`src/rtl/fsm_controller_if.sv`:
```
// fsm_controller_if
//   Bundles the decoder-facing inputs and datapath strobes of the RISC
//   control unit.
//   master : the controller (consumes s/opcode/op, drives everything else)
//   slave  : decoder/datapath side (drives s/opcode/op, consumes strobes)
//   Signals:
//     s       start pulse, sampled only while idle
//     opcode  instruction [15:13]
//     op      instruction [12:11]
//     w       1 = idle, ready for s
//     nsel    register select to decoder (00 Rm, 01 Rd, 10 Rn)
//     loada/loadb/loadc/loads  datapath register / status loads
//     asel    ALU A input forced to zero
//     bsel    ALU B input is sximm5
//     vsel    write-back source (00 C, 10 sximm8)
//     write   register file write enable
interface fsm_controller_if;
  logic       s;
  logic [2:0] opcode;
  logic [1:0] op;
  logic       w;
  logic [1:0] nsel;
  logic       loada;
  logic       loadb;
  logic       loadc;
  logic       loads;
  logic       asel;
  logic       bsel;
  logic [1:0] vsel;
  logic       write;

  modport master (
    input  s, opcode, op,
    output w, nsel, loada, loadb, loadc, loads, asel, bsel, vsel, write
  );

  modport slave (
    output s, opcode, op,
    input  w, nsel, loada, loadb, loadc, loads, asel, bsel, vsel, write
  );
endinterface

```
`src/rtl/fsm_controller.sv`:
```
// fsm_controller
//   Multi-cycle Moore control unit for the simple RISC machine. Accepts an
//   instruction on a start pulse, latches {opcode,op}, then sequences the
//   register reads, ALU execution and write-back / status update.
//   Ports:
//     clk    rising-edge clock
//     reset  asynchronous, active-high; returns to WAIT, clears the latch
//     bus    fsm_controller_if.master (decoder fields in, strobes out)
module fsm_controller (
  input  logic                      clk,
  input  logic                      reset,
  fsm_controller_if.master          bus
);

  typedef enum logic [2:0] {
    S_WAIT,
    S_DECODE,
    S_WRITE_IMM,
    S_GET_A,
    S_GET_B,
    S_EXEC,
    S_COMPARE,
    S_WRITE_REG
  } state_t;

  localparam logic [4:0] I_MOV_IMM = 5'b110_10;
  localparam logic [4:0] I_MOV_REG = 5'b110_00;
  localparam logic [4:0] I_ADD     = 5'b101_00;
  localparam logic [4:0] I_CMP     = 5'b101_01;
  localparam logic [4:0] I_AND     = 5'b101_10;
  localparam logic [4:0] I_MVN     = 5'b101_11;

  state_t     state;
  state_t     next;
  logic [4:0] instr;

  logic       w;
  logic [1:0] nsel;
  logic       loada;
  logic       loadb;
  logic       loadc;
  logic       loads;
  logic       asel;
  logic [1:0] vsel;
  logic       write;

  always_ff @(posedge clk or posedge reset) begin
    if (reset) begin
      state <= S_WAIT;
      instr <= '0;
    end else begin
      state <= next;
      // Dispatch works from this copy so the decoder may move on.
      if (state == S_WAIT && bus.s)
        instr <= {bus.opcode, bus.op};
    end
  end

  always_comb begin
    next  = state;
    w     = 1'b0;
    nsel  = 2'b00;
    loada = 1'b0;
    loadb = 1'b0;
    loadc = 1'b0;
    loads = 1'b0;
    asel  = 1'b0;
    vsel  = 2'b00;
    write = 1'b0;

    case (state)
      S_WAIT: begin
        w = 1'b1;
        if (bus.s)
          next = S_DECODE;
      end
      S_DECODE: begin
        case (instr)
          I_MOV_IMM:             next = S_WRITE_IMM;
          I_MOV_REG, I_MVN:      next = S_GET_B;
          I_ADD, I_CMP, I_AND:   next = S_GET_A;
          default:               next = S_WAIT;
        endcase
      end
      S_WRITE_IMM: begin
        nsel  = 2'b10;
        vsel  = 2'b10;
        write = 1'b1;
        next  = S_WAIT;
      end
      S_GET_A: begin
        nsel  = 2'b10;
        loada = 1'b1;
        next  = S_GET_B;
      end
      S_GET_B: begin
        nsel  = 2'b00;
        loadb = 1'b1;
        next  = (instr == I_CMP) ? S_COMPARE : S_EXEC;
      end
      S_EXEC: begin
        loadc = 1'b1;
        // MOV-reg passes B through the ALU as 0 + sh(Rm).
        asel  = (instr == I_MOV_REG);
        next  = S_WRITE_REG;
      end
      S_COMPARE: begin
        loads = 1'b1;
        next  = S_WAIT;
      end
      S_WRITE_REG: begin
        nsel  = 2'b01;
        vsel  = 2'b00;
        write = 1'b1;
        next  = S_WAIT;
      end
      default: next = S_WAIT;
    endcase
  end

  assign bus.w     = w;
  assign bus.nsel  = nsel;
  assign bus.loada = loada;
  assign bus.loadb = loadb;
  assign bus.loadc = loadc;
  assign bus.loads = loads;
  assign bus.asel  = asel;
  assign bus.bsel  = 1'b0;
  assign bus.vsel  = vsel;
  assign bus.write = write;

endmodule
```
`src/flat_wrapper.sv`:
```
// flat-port wrapper written by rule: the top's interface ports become plain ports
module fsm_controller_flat 
  (clk, reset, bus_s, bus_opcode, bus_op, bus_w, bus_nsel, bus_loada, bus_loadb, bus_loadc, bus_loads, bus_asel, bus_bsel, bus_vsel, bus_write);
  fsm_controller_if bus_i ();
  input  logic clk;
  input  logic reset;
  input wire logic [$bits(bus_i.s)-1:0] bus_s;
  input wire logic [$bits(bus_i.opcode)-1:0] bus_opcode;
  input wire logic [$bits(bus_i.op)-1:0] bus_op;
  output wire logic [$bits(bus_i.w)-1:0] bus_w;
  output wire logic [$bits(bus_i.nsel)-1:0] bus_nsel;
  output wire logic [$bits(bus_i.loada)-1:0] bus_loada;
  output wire logic [$bits(bus_i.loadb)-1:0] bus_loadb;
  output wire logic [$bits(bus_i.loadc)-1:0] bus_loadc;
  output wire logic [$bits(bus_i.loads)-1:0] bus_loads;
  output wire logic [$bits(bus_i.asel)-1:0] bus_asel;
  output wire logic [$bits(bus_i.bsel)-1:0] bus_bsel;
  output wire logic [$bits(bus_i.vsel)-1:0] bus_vsel;
  output wire logic [$bits(bus_i.write)-1:0] bus_write;
  assign bus_i.s = bus_s;
  assign bus_i.opcode = bus_opcode;
  assign bus_i.op = bus_op;
  assign bus_w = bus_i.w;
  assign bus_nsel = bus_i.nsel;
  assign bus_loada = bus_i.loada;
  assign bus_loadb = bus_i.loadb;
  assign bus_loadc = bus_i.loadc;
  assign bus_loads = bus_i.loads;
  assign bus_asel = bus_i.asel;
  assign bus_bsel = bus_i.bsel;
  assign bus_vsel = bus_i.vsel;
  assign bus_write = bus_i.write;
  fsm_controller u_core (.clk(clk), .reset(reset), .bus(bus_i));
endmodule
```
`config.mk`:
```
export PLATFORM = sky130hd
export DESIGN_NAME = fsm_controller_flat
export DESIGN_NICKNAME = d
export VERILOG_FILES = /design/src/rtl/fsm_controller_if.sv /design/src/rtl/fsm_controller.sv /design/src/flat_wrapper.sv
export SDC_FILE = /design/constraint.sdc
export NUM_CORES = 1
export LEC_CHECK = 0
export ABC_CLOCK_PERIOD_IN_PS = 1800
export BUFFER_PORTS_ARGS = -buffer_cell sky130_fd_sc_hd__buf_2
export CAP_MARGIN = 10
export CORE_AREA = 2 2 39 41
export DETAILED_ROUTE_END_ITERATION = 6
export DIE_AREA = 0 0 41 43
export GPL_ROUTABILITY_DRIVEN = 0
export PLACE_DENSITY = 0.7
export SETUP_SLACK_MARGIN = 0.15
export SYNTH_ARGS = -nofsm -noshare
export SYNTH_HDL_FRONTEND = slang
export SYNTH_SLANG_ARGS = --single-unit
```
`constraint.sdc`:
```
create_clock -name clk -period 1.8 [get_ports clk]
set_input_delay 0.27 -clock clk [delete_from_list [all_inputs] [get_ports clk]]
set_output_delay 0.27 -clock clk [all_outputs]
set_load 0.02 [all_outputs]
```
==> impl_metrics.py, run 1 <==
metrics = {
    "global_route": {
        "globalRouteMet1Util_pct": 19.6,
        "use_met2_pct": 18.1,
        "antenna_found_initial": 0,
        "grt_max_degree": 11,
        "grtUsageTotal_pct": 13.1,
        "grt.busiest_layer": "met1",
        "overflow": 0,
        "grt_pass1_vias": 356,
        "grt_pass1_wl_um": 1580,
        "grt_util_met3_pct": 3.14,
    },
    "detailed_routing": {
        "first_pass_iters": 2,
        "route.antenna.remaining_nets": 0,
        "vias": 428,
        "drc": 0,
        "drt-wirelength-per-cell_um": 11.2,
        "wirelength_um": 961,
        "drtIter0Drc": 1,
        "vias_per_cell": 4.98,
    },
    "power_and_ir_drop": {
        "peakVddDrop_uv": 692,
        "p_total_mw": 1.02,
        "power.internal_mw": 0.601,
        "power_switching_mw": 0.421,
        "swShare_pct": 41.2,
        "comb_power_share_pct": 46.5,
        "p_per_area_mw_per_mm2": 1620,
        "seq_power_share_pct": 40.5,
        "leakage_nw": 0.319,
        "clkPwrFrac_pct": 13.0,
    },
    "worst_setup_path": {
        "reg2reg_to": "u_core.instr[2]",
        "critPathCaptureType": "primary output",
        "crit_path_start_kind": "register",
        "critPathKind": "register to primary output",
        "crit_arrival_ns": 1.26,
        "cp_max_fo": 7,
        "regToRegStartpoint": "u_core.state[0]",
        "crit_required_ns": 1.53,
        "r2r_slack_ns": 0.45,
        "r2r_cells": 3,
    },
    "yosys": {
        "synth_edf_count": 0,
        "synth-main-ff-cell": "dfrtp_1",
        "yosysSeqAreaShare_pct": 37.6,
        "yosys_warnings": 0,
        "avgSynthCellArea_um2": 10.1,
        "synth_area_um2": 533,
        "yosysUniqueCellTypes": 28,
        "yosys-top-cells-area": "dfrtp_1, mux2_4, buf_4",
        "synth_top_area_share_pct": 37.6,
        "netlist_instances": 53,
        "yosys.cell_count.top_type": "dfrtp_1",
        "yosys.area.top_type": "dfrtp_1",
        "synthArstFlopShare_pct": 100,
        "synth_common_cells": "dfrtp_1, mux2_4, nor2_1",
        "ys_seq_elements": 8,
    },
    "hold_path": {
        "holdPathStages": 2,
        "worstHoldStart": "bus_op[0]",
        "worstHoldPathType": "primary input to register",
        "min_to": "u_core.instr[0]",
    },
    "sta": {
        "hold_viol_final": 0,
        "fin_crit_sh_pct": 85.0,
        "final.setup.tns_ns": 0,
        "skew_ns": 0.00542,
        "rsz0062_at_grt": "false",
        "max_freq_ghz": 0.654,
        "whs_ns": 0.249,
        "period_needed_ns": 1.53,
        "finalWorstSetupSlack_ns": 0.270,
        "drv_slew": 0,
        "setup_viol": 0,
    },
    "place": {
        "post-place-ws_ns": 0.457,
        "hpwl_um": 755,
        "port_buffers": 17,
    },
    "cts": {
        "worstSkewPairLatency_ns": 0.25,
        "cts.clk_slew.worst_paths_ns": 0.05,
        "cts_max_level": 1,
        "cts_tree": "yes",
        "clock_sink_count": 8,
        "numCtsBuffers": 3,
        "cts_buffer_depth": 2,
        "cts-root-buf": "clkbuf_4",
        "postCtsSetupBuffers": 0,
    },
    "status": {
        "status": "finished, final reports clean",
    },
    "die": {
        "num_rows": 14,
        "initial_core_util_pct": 38.5,
        "io_pins": 20,
        "die_w_um": 41,
        "die_h_um": 43,
        "design.die.area_mm2": 0.00176,
        "core-area_mm2": 0.00138,
    },
    "layout": {
        "drive_above_1_share_pct": 41.4,
        "multiInputGateArea_um2": 282,
        "nNetsFinal": 80,
        "area_delta_synth_final_pct": 18.5,
        "diodes": 0,
        "final_util_pct": 45.7,
        "regArea_um2": 201,
        "n_fill_cell": 152,
    },
    "flow_run": {
        "max_cap_violations": 0,
    },
}
## worst max path at each step
stage / slack, ns / startpoint / end / depth (start not counted)
final: 0.27 / u_core.state[0] / bus_write / 4
after global routing: 0.19 / u_core.state[1] / bus_vsel[1] / 3
after CTS: 0.21 / u_core.state[2] / bus_asel / 4
after detailed placement: 0.46 / u_core.state[0] / u_core.instr[0] / 3
after global placement: 0.48 / u_core.instr[2] / bus_asel / 3
after floorplan: 0.23 / u_core.state[1] / u_core.instr[0] / 5
## layout by cell type (no fill, tap or decap), drive strengths merged
cell | synthesis | final
a21boi | 1 | 1
a21oi | 1 | 1
a221oi | 1 | 1
a311oi | 1 | 1
and2 | 3 | 3
and3b | 1 | 1
and4b | 1 | 1
buf | 5 | 17
clkbuf | 0 | 3
conb | 1 | 2
dfrtp | 8 | 8
dlygate4sd3 | 0 | 1
inv | 3 | 3
mux2 | 5 | 5
nand2 | 4 | 4
nand2b | 1 | 1
nand3 | 1 | 1
nand4b | 2 | 2
nor2 | 5 | 5
nor2b | 1 | 1
nor3 | 2 | 2
nor3b | 1 | 1
nor4b | 1 | 1
o21a | 1 | 1
o21ai | 2 | 2
o22ai | 1 | 1
## power by group through the flow
stage / Clock (mW) / Combinational [mW] / Sequential (mW)
floorplan: 0 / 0.466 / 0.345
global placement: 0 / 0.472 / 0.401
detailed placement: 0 / 0.475 / 0.406
CTS: 0.141 / 0.478 / 0.403
global route: 0.154 / 0.524 / 0.432
finish: 0.133 / 0.475 / 0.413
## worst max-delay path, cell delays in order (launching register included)
cell	delay [ns]
dfrtp_1	0.45
inv_1	0.17
nand2_1	0.06
a21boi_0	0.15
buf_2	0.18
## flip-flops by register name, indices dropped and copies added (netlist names)
signal        flops
u_core.instr      5
u_core.state      3
## cell families (layout without fill, tap and decap cells)
group / count (synthesis) / count (layout) / share of synthesized area, %
AOI/OAI and AO/OA: 8 / 8 / 10.1
muxes: 5 / 5 / 14.1
and+or+nand+nor: 23 / 23 / 26.3
other: 1 / 2 / 0.704
buffers and inverters: 8 / 24 / 11.3
DFF: 8 / 8 / 37.6
## metrics by stage
step | std cells | cell area (um2)
after global routing | 86 | 632
after floorplan | 54 | 537
after CTS | 86 | 626
after global placement | 82 | 593
after detailed placement | 82 | 593
final | 86 | 632
## cell type report
| type | instances | share of cell area (%) |
|---|---|---|
| Clock buffer | 3 | 3.56 |
| Inverter | 3 | 1.78 |
| Multi-Input combinational cell | 38 | 44.6 |
| Sequential cell | 8 | 31.9 |
| Tap cell | 16 | 3.17 |
| Timing Repair Buffer | 18 | 15.0 |
## routing by layer
layer	routed length, um	up-vias
met4	0	0
li1	-	219
met5	0	-
met3	47	0
met2	458	12
met1	455	197
## repair_timing
| action | in CTS | in global routing |
|---|---|---|
| gates resized for setup | 0 | 2 |
| setup endpoints to repair | 0 | 1 |
| hold buffers | 1 | 0 |
| endpoints found under the hold margin | 8 | 0 |
Note: power is estimated with default switching activity, not from simulation.
==> run 2: changes to the inputs <==
--- a/config.mk
+++ b/config.mk
@@ -5,7 +5,7 @@
 export SDC_FILE = /design/constraint.sdc
 export NUM_CORES = 1
 export LEC_CHECK = 0
-export ABC_CLOCK_PERIOD_IN_PS = 1800
+export ABC_CLOCK_PERIOD_IN_PS = 1600
 export BUFFER_PORTS_ARGS = -buffer_cell sky130_fd_sc_hd__buf_2
 export CAP_MARGIN = 10
 export CORE_AREA = 2 2 39 41
==> constraint.sdc (replaced) <==
create_clock -name clk -period 1.6 [get_ports clk]
set_input_delay 0.24 -clock clk [delete_from_list [all_inputs] [get_ports clk]]
set_output_delay 0.24 -clock clk [all_outputs]
set_load 0.02 [all_outputs]
==> impl_metrics.py, run 2 (synthesized netlist as in run 1, its figures left out) <==
metrics = {
    "cts": {
        "cts_tree": "yes",
        "clock_sink_count": 8,
        "cts_buffer_depth": 2,
        "cts-root-buf": "clkbuf_4",
        "cts.clk_slew.worst_paths_ns": 0.05,
        "numCtsBuffers": 3,
        "cts_max_level": 1,
        "worstSkewPairLatency_ns": 0.24,
    },
    "place": {
        "hpwl_um": 698,
        "placed_area_um2": 599,
        "port_buffers": 17,
    },
    "die": {
        "initial_core_util_pct": 38.5,
        "core-area_mm2": 0.00138,
        "num_rows": 14,
        "die_h_um": 43,
        "io_pins": 20,
        "design.die.area_mm2": 0.00176,
        "die_w_um": 41,
    },
    "global_route": {
        "grt_pass1_wl_um": 1700,
        "overflow": 0,
        "grtUsageTotal_pct": 14.3,
        "antenna_found_initial": 0,
        "grt_pass1_vias": 450,
        "grt_max_degree": 10,
    },
    "hold_path": {
        "worstHoldPathType": "primary input to register",
        "holdPathStages": 2,
        "worstHoldStart": "bus_op[0]",
    },
    "detailed_routing": {
        "drtIter0Drc": 12,
        "wirelength_um": 1110,
        "first_pass_iters": 4,
        "drt-wirelength-per-cell_um": 11.7,
        "vias": 471,
        "route.antenna.remaining_nets": 0,
        "drc": 0,
        "vias_per_cell": 4.96,
    },
    "layout": {
        "multiInputGateArea_um2": 305,
        "top_regs": "u_core.instr: 5 flops, u_core.state: 3 flops",
        "final_area_um2": 761,
        "drive_above_1_share_pct": 59.5,
        "final_util_pct": 55.0,
        "n_fill_cell": 131,
        "area_delta_synth_final_pct": 42.7,
        "diodes": 0,
        "mostFrequentLayoutCells": "buf_4, buf_2, mux2_4",
        "final_common_cell": "buf_4",
        "regArea_um2": 205,
        "top_register": "u_core.instr",
        "largest_reg_flops": 5,
        "nNetsFinal": 89,
    },
    "power_and_ir_drop": {
        "leakage_nw": 0.370,
        "p_per_area_mw_per_mm2": 1870,
        "peakVddDrop_uv": 889,
        "p_total_mw": 1.42,
    },
    "flow_run": {
        "max_cap_violations": 0,
    },
    "sta": {
        "setup_viol": 0,
        "period_needed_ns": 1.45,
        "max_freq_ghz": 0.690,
        "drv_slew": 0,
        "final.setup.tns_ns": 0,
        "skew_ns": 0.000540,
        "rsz0062_at_grt": "true",
        "hold_viol_final": 0,
        "fin_crit_sh_pct": 90.5,
    },
    "worst_setup_path": {
        "r2r_cells": 4,
        "crit_path_start_kind": "register",
        "critPathKind": "register to register",
        "crit_required_ns": 1.73,
        "crit_start": "u_core.state[1]",
        "cp_max_fo": 7,
        "crit_arrival_ns": 1.58,
        "critPathCaptureType": "register",
        "regToRegStartpoint": "u_core.state[1]",
    },
    "status": {
        "status": "finished, final reports clean",
    },
}
-- run 2: cell types whose count changed in the layout (fill, tap and decap cells not counted), sizes merged --
cell and delta:
buf +9
-- run 2: final timing paths --
kind / slack, ns / to
worst max-delay path: 0.15 / u_core.instr[1]
worst min-delay path: 0.22 / u_core.instr[0]
worst max register to register: 0.15 / u_core.instr[1]
worst min register to register: 0.58 / u_core.instr[3]
max in group asynchronous: 0.90 / u_core.instr[2]
min in group asynchronous: 0.46 / u_core.instr[4]
-- run 2: timing repair --
item	CTS	global route
hold buffers	1	0
pin swaps	1	1
gates resized for setup	8	13
endpoints found under the setup margin	6	7
setup buffers	7	2
endpoints found under the hold margin	8	0
-- run 2: critical path: stages, from the launching register on --
cell and delay, ns:
dfrtp_2 0.46, buf_12 0.15, nor3_4 0.19, and2_4 0.23, mux2_4 0.31
-- run 2: power by group --
group / leakage (nW) / internal [mW] / switching (mW)
logic: 0.264 / 0.479 / 0.346
registers: 0.0925 / 0.308 / 0.147
clock network: 0.0138 / 0.0851 / 0.0585
-- run 2: cell type report --
type,instances,area share [%]
clock buffers,3,2.96
inverters,3,1.81
multi-input cells,38,40.1
flip-flops and latches,8,27.0
well taps,16,2.63
repair buffers,27,25.5
-- run 2: per-stage QoR --
step	worst slack [ns]	std cells	hold slack, ns
4_1_cts	0.141	93	0.213
3_5_place_dp	0.273	82	0.186
3_3_place_gp	0.268	82	0.186
5_1_grt	0.0722	95	0.213
2_1_floorplan	0.130	54	0.0557
6_report	0.151	95	0.224
-- run 2: layer usage --
metal  part of all wire, %  global-route usage, %
met1                    38                   16.2
met2                    54                   21.9
met4                  0.72                   6.67
met5                     0                      0
met3                   7.2                   6.28
